[config.mk]
export PLATFORM = sky130hd
export DESIGN_NAME = control_unit
export DESIGN_NICKNAME = d
export VERILOG_FILES = /design/src/rtl/cpu_pkg.sv /design/src/rtl/branch_eval.sv /design/src/rtl/control_unit.sv
export SDC_FILE = /design/constraint.sdc
export NUM_CORES = 1
export LEC_CHECK = 0
export ABC_AREA = 1
export CORE_UTILIZATION = 41
export DETAILED_ROUTE_END_ITERATION = 10
export GPL_ROUTABILITY_DRIVEN = 1
export GPL_TIMING_DRIVEN = 0
export PLACE_DENSITY = 0.71
export REMOVE_ABC_BUFFERS = 1
export SYNTH_ARGS = -nofsm -noshare
export SYNTH_HDL_FRONTEND = slang
export SYNTH_SLANG_ARGS = --single-unit
export TNS_END_PERCENT = 1
[constraint.sdc]
create_clock -name clk -period 1.6 [get_ports clk]
set_clock_uncertainty 0.05 [all_clocks]
set_input_delay 0.32 -clock clk [delete_from_list [all_inputs] [get_ports clk]]
set_output_delay 0.32 -clock clk [all_outputs]
set_load 0.01 [all_outputs]
[src/rtl/cpu_pkg.sv]
// Purpose: shared opcodes, state encoding and instruction field positions for the control unit.
// Latency: n/a (declarations only).
// Backpressure: n/a.
package cpu_pkg;

    // Opcode field values. Codes 0x0-0x9 double as the ALU select encoding.
    localparam logic [3:0] OP_NOP   = 4'h0;
    localparam logic [3:0] OP_ADD   = 4'h1;
    localparam logic [3:0] OP_SUB   = 4'h2;
    localparam logic [3:0] OP_NAND  = 4'h3;
    localparam logic [3:0] OP_SHL   = 4'h4;
    localparam logic [3:0] OP_SHR   = 4'h5;
    localparam logic [3:0] OP_OUT   = 4'h6;
    localparam logic [3:0] OP_IN    = 4'h7;
    localparam logic [3:0] OP_MOV   = 4'h8;
    localparam logic [3:0] OP_STORE = 4'h9;
    localparam logic [3:0] OP_BZ    = 4'hA;
    localparam logic [3:0] OP_BN    = 4'hB;
    localparam logic [3:0] OP_JMP   = 4'hC;
    localparam logic [3:0] OP_NOPD  = 4'hD;
    localparam logic [3:0] OP_NOPE  = 4'hE;
    localparam logic [3:0] OP_HLT   = 4'hF;

    // Flag bit positions within {Z,N}.
    localparam int Z_IDX = 1;
    localparam int N_IDX = 0;

    // Instruction byte fields: [7:4] opcode, [3:2] rd, [1:0] rs.
    localparam int OPC_HI = 7;
    localparam int OPC_LO = 4;
    localparam int RD_HI  = 3;
    localparam int RD_LO  = 2;
    localparam int RS_HI  = 1;
    localparam int RS_LO  = 0;

    typedef enum logic [2:0] {
        FETCH,
        DECODE,
        EXEC,
        WAIT_IN,
        WAIT_OUT,
        FETCH_IMM,
        BRANCH,
        HALT
    } state_t;

    function automatic logic is_branch(input logic [3:0] op);
        return (op == OP_BZ) || (op == OP_BN) || (op == OP_JMP);
    endfunction

endpackage

[src/rtl/branch_eval.sv]
// Purpose: decide whether a branch opcode is taken given the latched {Z,N} flags.
// Latency: combinational.
// Backpressure: none.
// Ports: opcode (4, in), flags (2, in), taken (1, out; 0 for non-branch opcodes).
import cpu_pkg::*;

module branch_eval (
    input  logic [3:0] opcode,
    input  logic [1:0] flags,
    output logic       taken
);

    always_comb begin
        taken = 1'b0;
        case (opcode)
            OP_BZ:   taken = flags[Z_IDX];
            OP_BN:   taken = flags[N_IDX];
            OP_JMP:  taken = 1'b1;
            default: taken = 1'b0;
        endcase
    end

endmodule

[src/rtl/control_unit.sv]
// Purpose: multi-cycle fetch/decode/execute sequencer driving ALU select, regfile/memory strobes, flags, branches and IN/OUT port.
// Latency: 3 cycles per ALU/MOV/STORE/NOP, 4 per branch, 3 + wait cycles per IN/OUT; HALT is terminal until rst.
// Backpressure: WAIT_IN holds with in_ready=1 until in_valid; WAIT_OUT holds with out_valid=1 until out_ready.
// Ports: clk/rst (sync active-high); pc/instr to the synchronous ROM; alu_sel/alu_flag to the ALU;
//        rf_ra/rf_rb/rf_wa/rf_we/rf_wsel to the register file; mem_we to data memory;
//        in_valid/in_ready and out_valid/out_ready port handshakes; flags (latched {Z,N}); halted.
import cpu_pkg::*;

module control_unit #(
    parameter int ADDR_W = 8
) (
    input  logic              clk,
    input  logic              rst,
    output logic [ADDR_W-1:0] pc,
    input  logic [7:0]        instr,
    output logic [3:0]        alu_sel,
    input  logic [1:0]        alu_flag,
    output logic [1:0]        rf_ra,
    output logic [1:0]        rf_rb,
    output logic [1:0]        rf_wa,
    output logic              rf_we,
    output logic              rf_wsel,
    output logic              mem_we,
    input  logic              in_valid,
    output logic              in_ready,
    output logic              out_valid,
    input  logic              out_ready,
    output logic [1:0]        flags,
    output logic              halted
);

    localparam logic [ADDR_W-1:0] PC_ONE = ADDR_W'(1);

    state_t      state;
    state_t      state_nxt;
    logic [7:0]  ir;
    logic [3:0]  op;
    logic [3:0]  dec_op;
    logic        taken;

    // Decoded fields come from the latched ir, so they hold steady through EXEC and the wait states.
    assign op     = ir[OPC_HI:OPC_LO];
    assign dec_op = instr[OPC_HI:OPC_LO];
    assign rf_ra  = ir[RD_HI:RD_LO];
    assign rf_rb  = ir[RS_HI:RS_LO];
    assign rf_wa  = ir[RD_HI:RD_LO];

    branch_eval u_branch_eval (
        .opcode (op),
        .flags  (flags),
        .taken  (taken)
    );

    always_ff @(posedge clk) begin
        if (rst) begin
            state <= FETCH;
            pc    <= '0;
            ir    <= '0;
            flags <= '0;
        end else begin
            state <= state_nxt;
            case (state)
                DECODE: begin
                    ir <= instr;
                    pc <= pc + PC_ONE;
                end
                EXEC: begin
                    case (op)
                        OP_ADD, OP_SUB, OP_NAND: flags <= alu_flag;
                        // Shifts report the shifted-out bit on Z; N keeps its previous meaning.
                        OP_SHL, OP_SHR:          flags[Z_IDX] <= alu_flag[Z_IDX];
                        default: ;
                    endcase
                end
                // instr here is the target byte read during FETCH_IMM.
                BRANCH: pc <= taken ? ADDR_W'(instr) : pc + PC_ONE;
                default: ;
            endcase
        end
    end

    always_comb begin
        state_nxt = state;
        alu_sel   = OP_NOP;
        rf_we     = 1'b0;
        rf_wsel   = 1'b0;
        mem_we    = 1'b0;
        in_ready  = 1'b0;
        out_valid = 1'b0;
        halted    = 1'b0;

        case (state)
            FETCH: state_nxt = DECODE;

            DECODE: begin
                if (dec_op == OP_IN)           state_nxt = WAIT_IN;
                else if (dec_op == OP_OUT)     state_nxt = WAIT_OUT;
                else if (is_branch(dec_op))    state_nxt = FETCH_IMM;
                else if (dec_op == OP_HLT)     state_nxt = HALT;
                else                           state_nxt = EXEC;
            end

            EXEC: begin
                state_nxt = FETCH;
                case (op)
                    OP_ADD, OP_SUB, OP_NAND, OP_SHL, OP_SHR, OP_MOV: begin
                        alu_sel = op;
                        rf_we   = 1'b1;
                    end
                    OP_STORE: begin
                        alu_sel = op;
                        mem_we  = 1'b1;
                    end
                    // NOP and the spare codes 0xD/0xE present a plain NOP to the ALU.
                    default: ;
                endcase
            end

            WAIT_IN: begin
                alu_sel  = OP_IN;
                in_ready = 1'b1;
                if (in_valid) begin
                    rf_we     = 1'b1;
                    rf_wsel   = 1'b1;
                    state_nxt = FETCH;
                end
            end

            WAIT_OUT: begin
                alu_sel   = OP_OUT;
                out_valid = 1'b1;
                if (out_ready) state_nxt = FETCH;
            end

            FETCH_IMM: state_nxt = BRANCH;
            BRANCH:    state_nxt = FETCH;
            HALT:      halted    = 1'b1;
            default:   state_nxt = FETCH;
        endcase

        // Reset aborts whatever is in flight: no write or transfer may land on the reset edge.
        if (rst) begin
            alu_sel   = OP_NOP;
            rf_we     = 1'b0;
            rf_wsel   = 1'b0;
            mem_we    = 1'b0;
            in_ready  = 1'b0;
            out_valid = 1'b0;
            halted    = 1'b0;
        end
    end

endmodule

## Word level (Yosys, flattened, before mapping)

Index checks and enable logic that the tools add are counted.

- Register bits: 21
- Word-level logic and storage cells: 72

- Add/sub/neg operators: 1
- Equal/unequal tests: 25
- Multiplexer cells: 28
- Reduce and logical (&&, ||, !) cells: 13

Operators by type and width:

| cell | number |
|---|---|
| equality test 4 bit (second input constant) | 9 |
| two-way mux 3 bit | 6 |
| case mux 3 bit (6 select lines) | 1 |
| equality test 4 x 3 -> 1 bit (second input constant) | 4 |
| case mux 8 bit (2 select lines) | 1 |
| two-way mux 1 bit | 14 |
| equality test 3 bit (second input constant) | 4 |
| case mux 4 bit (3 select lines) | 1 |
| adder 8 x 1 -> 8 bit (second input constant) | 1 |
| equality test 4 x 2 -> 1 bit (second input constant) | 2 |
| two-way mux 4 bit | 2 |
| two-way mux 8 bit | 1 |
| OR reduction 7 bit | 1 |
| equality test 3 x 2 -> 1 bit (second input constant) | 2 |
| nonzero test 6 bit | 1 |
| OR reduction 6 bit | 1 |
| OR reduction 5 bit | 1 |
| equality test 4 x 1 -> 1 bit (second input constant) | 1 |
| != test 2 bit (second input constant) | 2 |
| AND reduction 2 bit | 2 |
| equality test 3 x 1 -> 1 bit (second input constant) | 1 |
| logical NOT 3 bit | 1 |
| case mux 1 bit (3 select lines) | 1 |
| AND reduction 3 bit | 1 |
| other kinds (5) | 6 |

## Logic depth before layout (Yosys ltp)

Gate-level depths: netlist of the first run.

- Depth in word-level cells: 7
- Mapped depth: 10
- Depth with buffers taken out: 9

## Modules after synthesis

Synthesis of the first run repeated with hierarchy kept, for this count alone.

- Cell total of the unflattened synthesis: 219
- Area, all modules: 1420.1 um^2

Modules (own cells, without submodules):

| module | times used | cells each | area each (um^2) |
|---|---|---|---|
| control_unit | 1 | 209 | 1381.3 |
| branch_eval | 1 | 10 | 38.8 |

## Worst setup path after synthesis of the first run

No wires, ideal clock.

- Kind: reg-to-output
- From: reg state[1]
- To: out rf_we
- Data arrival time: 1.053 ns
- Data required time: 1.230 ns
- Setup slack: 0.177 ns
- Cell stages (with the launch flop): 6
- Path through: dfxtp_1 -> buf_2 -> nand3_1 -> nor2_1 -> nor2_1 -> a31oi_1

- Word-level cells in the longest chain between the ends: 3

RTL lines:

| element | line | RTL |
|---|---|---|
| from (decl) | control_unit.sv:34 | `state_t state;` |
| from (signal assigned) | control_unit.sv:61 | `state <= state_nxt;` |
| equality test 3 x 2 -> 1 bit | control_unit.sv:92 | `case (state)` |
| case mux 1 bit (2 select lines) * | control_unit.sv:92 |  |
| two-way mux 1 bit * | control_unit.sv:142 | `if (rst) begin` |
| to (decl) | control_unit.sv:21 | `output logic rf_we,` |

Every way passes the cells marked *; elsewhere a longest branch is shown, timed or not.

## Worst setup path in the final report of the first run

- From: reg ir[6]
- To: out rf_we

- Word-level cells in the longest chain between the ends: 5

RTL lines:

| element | line | RTL |
|---|---|---|
| from (decl) | control_unit.sv:36 | `logic [7:0] ir;` |
| from (signal assigned) | control_unit.sv:64 | `ir <= instr;` |
| equality test 4 x 1 -> 1 bit (tied with other cells) | control_unit.sv:105 | `case (op)` |
| OR reduction 6 bit * | -- |  |
| two-way mux 1 bit * | control_unit.sv:105 |  |
| case mux 1 bit (2 select lines) * | control_unit.sv:92 |  |
| two-way mux 1 bit * | control_unit.sv:142 |  |

Marks and branches as above.

==> impl_results.md, run 1 <==
* Type of destination of the critical path: primary output
* Asr flop ratio synth at 0%
* Final Wtd Congestion at between 0.8 and 0.9
* Final antenna-violating net count at 0
* Mapped Avg Cell Area at about 6.4 µm²
* Slew margin rel. at slightly above 70%
* Final Hold Viols at 0
* Worst Hold End: flags[1]
* Htree depth at 1
* Die ar. at between 3000 and 4000 µm²
* Setup slack, reg-to-reg at 110 ps
* CTS tree: yes
* Crit-path slowest cell: dfxtp_4
* Clock tree buffer depth at 2
* Post-synthesis sequential area ratio at 30.5%
* Synth unique cells at 26
* Top_reg_cell synth: dfxtp_1
* Via Count at about 1,400
* Area Growth Syn to Fin at 40.1%
* Worst path arrival time at roughly 1400 ps
* Status: complete, but fails checks
* Routed wire length at 3240 µm
* Post-synth EDFFs at 0
* # setup viols final at 9
* DP Area at between 1500 and 2000 µm²
* Fillers at approximately 310
* Die W at around 60 µm
* Synth area leaders: dfxtp_1 (31%), nand2_1 (9.5%), inv_1 (7.6%)
* Hold path start: flags[1]
* Post-Synthesis Cells at between 200 and 250
* Dpl hpwl at between 2000 and 2500 µm
* Setup ws final at -170 ps
* Reg clk slew, reported paths at 130 ps
* First DRT Iteration DRCs at 60
* Worst R2R Path Depth at 8
* Placement row count at 20
* Top delay family on crit path: flip-flops
* Place WS at -854 ps
* CP most frequent cell: nor2_4
* Chip Height at 59.9 µm
* I/O pins at 40
* Failing checks: negative setup slack
* Post-synth top cells: nand2_1 (35), inv_1 (28), nor2_1 (28)
* Cells along the critical path: nor2_4 > o21ai_4 > nor2_4 > nor2_2 > a31oi_1 > buf_2
* Post-route cell area at 1930 µm²
* Most frequent cell after synthesis: nand2_1
* Clock sinks at 21
* WS Path Type: reg -> out
* Critical-path maximum fanout at 5
* First-pass GRT wire length at approximately 5000 µm
* Worst r2r src: state[2]
* Pwr dens at 723 nW/µm²
* VDD IR-drop max at approximately 0.32 mV
* Worst-Margin Slew at 414 ps
* #FFs+latches synth at 21
* Starting Density at between 40% and 50%
* Total core area at about 3100 µm²
* Ant diodes at 0
* Layout cell share with drive strength beyond 1 at between 20% and 30%
* CP Depth at 6
* Drt via density at around 4.9
* Pleak at 0.920 nW
* Worst r2r dst: pc[2]
* Max Slew Vio Count at 0
* Initial antenna violation count at 0
* Largest area contributor in the netlist: dfxtp_1
* Drt wl/cell at about 11 µm
* Startpoint types: register
* Largest net degree at the start of global routing at 19
* Residual DRC count at 0
* CP required at 1230 ps
* Clk Tree Root Cell: clkbuf_4
* Post-synth top area share at between 30% and 40%
* Overflow after GRT at 0
* Tmin final at 1770 ps
* Layout net count at 268
* Hold Crit Depth at 2
* Buffers on Ports at 39
* Total of max-cap violations at 0
* RSZ-0062 raised after global routing: true
* Critical path buffers and inverters at 1
* Mapped Area at roughly 1400 µm²
* Worst hold path class: reg -> reg
* TritonCTS Buffers at 3
* Worst-skew pair later-pin latency at about 320 ps
* Vias in the first global route at roughly 1,200
* GRT Total Usage at between 10% and 20%
* Final period util at 111%
* Crit-path max cell delay at 390 ps
* Total Power at about 1.4 mW
* Ys Warns at 0
* DRT Pass-1 Iters at 4
* Max Clock Freq at ~0.56 GHz
how the worst max path moves through the flow:
| stage | from | end | slack (ps) |
|---|---|---|---|
| after CTS | ir[6] | rf_we | -150 |
| after floorplan | state[1] | pc[2] | 110 |
| after global routing | ir[6] | rf_we | -270 |
| after global placement | rst | mem_we | -910 |
| after detailed placement | rst | mem_we | -850 |
| final | ir[6] | rf_we | -170 |
metrics by stage:
step / std cells / utilization (%) / hold WS (ps) / TNS [ps]
after floorplan: 202 / - / 332 / 0
after global placement: 285 / 55.5 / 414 / -15300
after detailed placement: 285 / 55.5 / 428 / -14680
after CTS: 291 / 59.0 / 450 / -760
after global routing: 296 / 61.6 / 470 / -1950
final: 296 / 61.6 / 440 / -975
cells by family (layout without fill, tap and decap cells):
logic type | Yosys count | in the layout | share of synthesized area [%]
flops | 21 | 21 | 30.5
xor+xnor | 2 | 2 | 1.27
simple gates | 102 | 102 | 34.1
buf+inv | 43 | 80 | 14.4
fa+ha+maj | 1 | 1 | 0.909
compound gates | 46 | 46 | 18.8
flip-flops by register name, indices dropped and copies added (netlist names):
register,flops
ir,8
state,3
pc,8
flags,2
power breakdown:
| part | internal (mW) | switching [mW] | leakage (nW) | total [mW] |
|---|---|---|---|---|
| registers | 0.584 | 0.0751 | 0.181 | 0.659 |
| logic | 0.199 | 0.260 | 0.725 | 0.460 |
| clock network | 0.0954 | 0.180 | 0.0139 | 0.275 |
| total | 0.879 | 0.515 | 0.920 | 1.39 |
cell type report:
cell class	count	area, µm²	area share, %
timing repair buffer	46	412	21.3
tap	44	55.1	2.86
inverter	30	118	6.10
clock inverter	1	7.51	0.389
sequential	21	462	23.9
multi-input combinational	151	852	44.2
clock buffer	3	22.5	1.17
cell usage in the layout, fill, tap and decap left out, drive strengths merged:
master          n
nor4            2
a31oi           1
nand4           2
dfxtp          21
inv            30
nor3            4
dlygate4sd2    11
nor2           28
clkdlybuf4s15   4
nand2          41
clkbuf          3
ha              1
xor2            2
a21oi          21
buf            14
nand3          25
clkinvlp        1
clkdlybuf4s50  12
o21bai          2
dlymetal6s2s    5
o21ai          22
worst reg2reg max path: stages, from the launching register on:
cell and delay, ps:
dfxtp_4 390, buf_4 130, nor2_1 140, nand2_2 200, nand2_4 200, a21oi_1 90, a21oi_1 140, nand2_1 70
inv_1 50
metal layers:
| layer | up-vias | global-route usage (%) | part of all wire [%] |
|---|---|---|---|
| li1 | 767 | - | - |
| met1 | 633 | 23.6 | 46 |
| met2 | 34 | 31.7 | 47 |
| met3 | 6 | 4.11 | 4.8 |
| met4 | 0 | 7.64 | 1.6 |
| met5 | - | 0 | 0 |
timing repair:
action | CTS | global route
hold buffers | 0 | 0
pin swaps | 4 | 5
gates resized for setup | 97 | 17
buffers inserted | 2 | 5
setup endpoints to repair | 42 | 22
hold endpoints to repair | 0 | 0
Note: power is estimated with default switching activity, not from simulation.
==> run 2: changes to the inputs <==
Clock period 1.6 ns to 2.02 ns, I/O delays scaled along.
==> impl_results.md, run 2 (synthesized netlist as in run 1, its figures left out) <==
* Final Wtd Congestion at 0.839 (unchanged)
* Worst hold path class: reg -> reg
* Most frequent cells in the layout: nand2_1 (35), clkdlybuf4s50_1 (28), inv_1 (27)
* Final antenna-violating net count at 0 (unchanged)
* # setup viols final at 1 (-8)
* Worst-Margin Slew at 432 ps (+17.9 ps)
* Via Count at 1,398 (-2.9%)
* Initial antenna violation count at 0 (unchanged)
* Place WS at -602 ps (+252 ps)
* Worst-skew pair later-pin latency at 310 ps (about the same)
* Routed wire length at 3050 µm (-6.0%)
* Setup ws final at -19.8 ps (+150 ps)
* Switch Pwr at 0.370 mW (-28%)
* Total of max-cap violations at 0 (unchanged)
* RSZ-0062 raised after global routing: true
* Clock Power Share at 20.6% (+0.9 points)
* CTS tree: yes
* Final period util at 101%
* Vias in the first global route at 1,201 (-1.3%)
* Total Power at 1.05 mW (-25%)
* Max Clock Freq at 0.490 GHz
* Clk Tree Root Cell: clkbuf_4
* Pleak at 0.856 nW (-6.9%)
* Clock tree buffer depth at 2 (unchanged)
* Register area at 429 µm² (-7.0%)
* Die ar. at 3590 µm² (unchanged)
* First DRT Iteration DRCs at 82 (+37%)
* Layout net count at 261 (-2.6%)
* Status: complete, but fails checks
* TritonCTS Buffers at 3 (unchanged)
* Overflow after GRT at 0 (unchanged)
* Buffers on Ports at 39 (unchanged)
* Multi-input gate area at 783 µm² (-8.1%)
* Ant diodes at 0 (unchanged)
* Combinational Power Share at 30.7% (-2.3 points)
* Die W at 59.9 µm (unchanged)
* VDD IR-drop max at 0.253 mV (-22%)
* Placement row count at 20 (unchanged)
* Internal power at 0.677 mW (-23%)
* Post-CTS Setup Repair Bufs at 0 (-2)
* Final Hold Viols at 0 (unchanged)
* Fillers at 328 (+6.1%)
* Worst hold slack at 444 ps (+3.23 ps)
* Register share of total power at 48.7% (+1.4 points)
* Worst path arrival time at 1590 ps (+190 ps)
* Switching Fraction at 35.4% (-1.6 points)
* Drt via density at 4.84 (-0.57%)
* Clock sinks at 21 (unchanged)
* Dpl hpwl at 2270 µm (unchanged)
* First-pass GRT wire length at 5060 µm (-1.6%)
* Type of destination of the critical path: primary output
* WS Path Type: reg -> out
* Residual DRC count at 0 (unchanged)
* Layout cell share with drive strength beyond 1 at 13.5% (-16 points)
* Chip Height at 59.9 µm (unchanged)
* Placed Cells at 285 (unchanged)
* DRT Pass-1 Iters at 4 (unchanged)
* Pwr dens at 581 nW/µm² (-20%)
* Htree depth at 1 (unchanged)
* I/O pins at 40 (unchanged)
* Failing checks: negative setup slack
* Tmin final at 2040 ps
* Slew margin rel. at 71.1% (-1.3 points)
* Largest net degree at the start of global routing at 19 (unchanged)
* Reg clk slew, reported paths at 140 ps (about the same)
* Area Growth Syn to Fin at 30.9%
* Total core area at 3130 µm² (unchanged)
* Startpoint types: register
* CP required at 1570 ps (+340 ps)
* Max Slew Vio Count at 0 (unchanged)
* GRT Total Usage at 18.6% (-0.41 points)
* Drt wl/cell at 10.6 µm (-3.7%)
* Layout Cells excl Fill at 289 (-2.4%)
* Starting Density at 44.0% (unchanged)
* Biggest regs: ir (8), pc (8), state (3)
* Hold Buf Count CTS at 0 (unchanged)
* Critical-path maximum fanout at 7 (+2)
* Commonest non-fill, non-tap cell in the layout: nand2_1
==> run 2: path summary, 6_finish.rpt <==
| kind | cells past startpoint | end | slack, ps | from |
|---|---|---|---|---|
| max reg2reg | 6 | pc[6] | 290 | state[1] |
| max | 6 | rf_we | -20 | state[2] |
| min reg2reg | 2 | flags[1] | 440 | flags[1] |
| min | 2 | flags[1] | 440 | flags[1] |
==> run 2: per-stage QoR <==
stage,instance area [µm²],setup TNS (ps),utilization (%)
after floorplan,1290,0,-
after global placement,1740,-6890,55.5
after detailed placement,1740,-6200,55.5
after CTS,1780,-1060,56.8
after global routing,1800,-422,57.6
final,1800,-19.8,57.6
==> run 2: cell type report <==
class | count | share of cell area (%)
Clock inverter | 1 | 0.417
Clock buffer | 3 | 1.25
Tap cell | 44 | 3.06
Sequential cell | 21 | 23.8
Multi-Input combinational cell | 151 | 43.5
Inverter | 30 | 6.25
Timing Repair Buffer | 39 | 21.7
==> run 2: power groups by stage <==
| stage | clock network (mW) | registers (mW) | logic [mW] |
|---|---|---|---|
| CTS | 0.224 | 0.508 | 0.321 |
| global route | 0.248 | 0.517 | 0.364 |
| global placement | 0 | 0.513 | 0.317 |
| floorplan | 0 | 0.520 | 0.169 |
| detailed placement | 0 | 0.513 | 0.320 |
| finish | 0.216 | 0.510 | 0.321 |
==> run 2: what timing repair did <==
item	CTS	global route
pin swaps	0	0
cloned	0	0
endpoints found under the setup margin	10	10
resized for setup	14	15
==> run 2: critical path: stages (launching register included) <==
cell and delay (ps):
dfxtp_2 380, inv_2 120, nand3_4 110, nor2_1 190
nor2_2 80, a31oi_1 120, dlygate4sd2_1 280
==> run 2: routing by layer <==
layer / up-vias / track usage, % / routed length, µm
met4: 0 / 7.64 / 40
met5: - / 0 / 0
li1: 752 / - / -
met1: 604 / 23.8 / 1430
met2: 38 / 30.2 / 1380
met3: 4 / 4.11 / 196
==> patch, RTL diff (config.mk and constraints of run 1) <==
Put one more register stage on the output `flags`. The value now appears one clock later. The other outputs are not delayed to match. Comments in the files are not updated.
--- a/src/rtl/control_unit.sv
+++ b/src/rtl/control_unit.sv
@@ -31,6 +31,8 @@
 
     localparam logic [ADDR_W-1:0] PC_ONE = ADDR_W'(1);
 
+    logic [1:0] flags_s0;
+
     state_t      state;
     state_t      state_nxt;
     logic [7:0]  ir;
@@ -47,7 +49,7 @@
 
     branch_eval u_branch_eval (
         .opcode (op),
-        .flags  (flags),
+        .flags  (flags_s0),
         .taken  (taken)
     );
 
@@ -56,7 +58,7 @@
             state <= FETCH;
             pc    <= '0;
             ir    <= '0;
-            flags <= '0;
+            flags_s0 <= '0;
         end else begin
             state <= state_nxt;
             case (state)
@@ -66,9 +68,9 @@
                 end
                 EXEC: begin
                     case (op)
-                        OP_ADD, OP_SUB, OP_NAND: flags <= alu_flag;
+                        OP_ADD, OP_SUB, OP_NAND: flags_s0 <= alu_flag;
                         // Shifts report the shifted-out bit on Z; N keeps its previous meaning.
-                        OP_SHL, OP_SHR:          flags[Z_IDX] <= alu_flag[Z_IDX];
+                        OP_SHL, OP_SHR:          flags_s0[Z_IDX] <= alu_flag[Z_IDX];
                         default: ;
                     endcase
                 end
@@ -150,5 +152,9 @@
         end
     end
 
+    always_ff @(posedge clk) begin
+        flags <= flags_s0;
+    end
+
 endmodule
 
Formal check against the unedited RTL: not equivalent (Yosys sat finds a counterexample within 4 cycles, from zero or initial values and one cycle with rst high).
==> patch against run 1 <==
Synthesized area is 2.8% higher. Setup slack better by 30 ps. Via count is 0.83% higher. Sequential cell count is 2 higher. First-iteration DRC count is 30% lower. Wire length is 0.15% higher. Highest routed layer unchanged. Power is 22% higher. Largest cell class unchanged. Largest power group unchanged. Non-clock buffer count is 3 lower. The run still ends with negative setup slack left. Design area is 0.58% lower.
==> patch: results (changes against run 1) <==
Parameter                              Value

Status
  Result of the run    complete, but fails checks
  Failing checks    negative setup slack

Global route
  Total global-route track usage    19.2% (+0.13 points)
  First-pass GRT wire length    5380 um (+4.4%)
  Met3 global-route usage    3.84% (-0.27 points)
  Global-route met1 utilization    27.8% (+4.1 points)
  Met2 track demand over resource    30.0% (-1.8 points)
  Number of global-route vias before repair    1220 (+0.25%)

Worst setup path
  Worst reg2reg startpoint    ir[4]$_SDFFE_PP0P_
  Worst-path maximum fanout    4 (-1)
  Library cell contributing the largest single delay on the critical path    sky130_fd_sc_hd__dfxtp_1
  Critical path's largest stage delay    370 ps (-20 ps)
  CP delay by family, top    compound AO/OA/AOI/OAI gates

Route
  Total wire length    3250 um (+0.15%)
  Vias per inst    4.97 (+2.2%)
  Average routed wire per standard cell    11.1 um (+1.5%)
  Routed wl met3    120 um (-24%)
  Detail Route met2 WL    1520 um (-0.52%)
  Number of design-rule violations left by the first detailed-router iteration    42 (-30%)
  Met1 layer wirelength in the final routing    1590 um (+5.4%)

Timing
  Setup_tns    -667 ps (+308 ps)
  Slew at the pin closest to its max-slew limit    411 ps (-3.36 ps)
  Setup slack after layout    -140 ps (+29.9 ps)
  Number of failing setup endpoints in the final timing report    6 (-3)

Placed design
  Count of placed standard cells including taps    284 (-0.35%)
  PortBufs    39 (unchanged)
  Instance area after placement    1780 sq um (+2.5%)
  Placer Congestion    0.816 (-2.7%)
  Sum of net half-perimeters after detailed placement    2370 um (+4.5%)

Pwr
  Net switching power figure    0.658 mW (+28%)
  Clock share of power    15.9% (-3.8 points)
  Leakage power of the design    0.896 nW (-2.6%)
  Maximum VDD drop    0.541 mV (+67%)
  Comb group    0.647 mW (+41%)
  P_int    1.04 mW (+18%)

Min path
  Min-Delay Startpoint    flags_s0[1]$_SDFFE_PP0P_

Synth
  Synth area leaders    sky130_fd_sc_hd__dfxtp_1 (33%), sky130_fd_sc_hd__nand2_1 (12%), sky130_fd_sc_hd__nand3_1 (7.8%), sky130_fd_sc_hd__a21oi_1 (6.7%), sky130_fd_sc_hd__inv_1 (6.6%)
  Synthesized instance count    213 (-0.93%)

Cells and area
  Final net count    264 (-1.5%)
  Share of final-layout standard cells stronger than drive strength 1    28.6% (-0.74 points)
## patch: timing repair
action,in CTS,in global routing
gates resized for setup,100,11
setup endpoints to repair,39,22
buffers inserted,4,0
pin swaps,2,1
## patch: area by class of cell
cell class              count  area [sq um]
fillers                   341          1240
well taps                  44          55.1
multi-input cells         151           860
inverters                  27           106
repair buffers             43           373
clock buffers               3          22.5
clock inverters             1          5.00
flip-flops and latches     23           495
## patch: path summary, 6_finish.rpt
check                           slack, ps                  to  depth (start not counted)
worst max-delay path                 -140               rf_we                          5
worst min-delay path                  310    flags[1]$_DFF_P_                          0
worst max register to register        150  pc[1]$_SDFFE_PP0P_                          9
worst min register to register        310    flags[1]$_DFF_P_                          0
## patch: cells by family after synthesis
kind of cell / after synthesis / synth area share [%]
flops: 23 / 32.5
compound gates: 44 / 18.3
buf+inv: 39 / 12.8
fa+ha+maj: 1 / 0.884
simple gates: 103 / 33.6
xor+xnor: 3 / 1.86
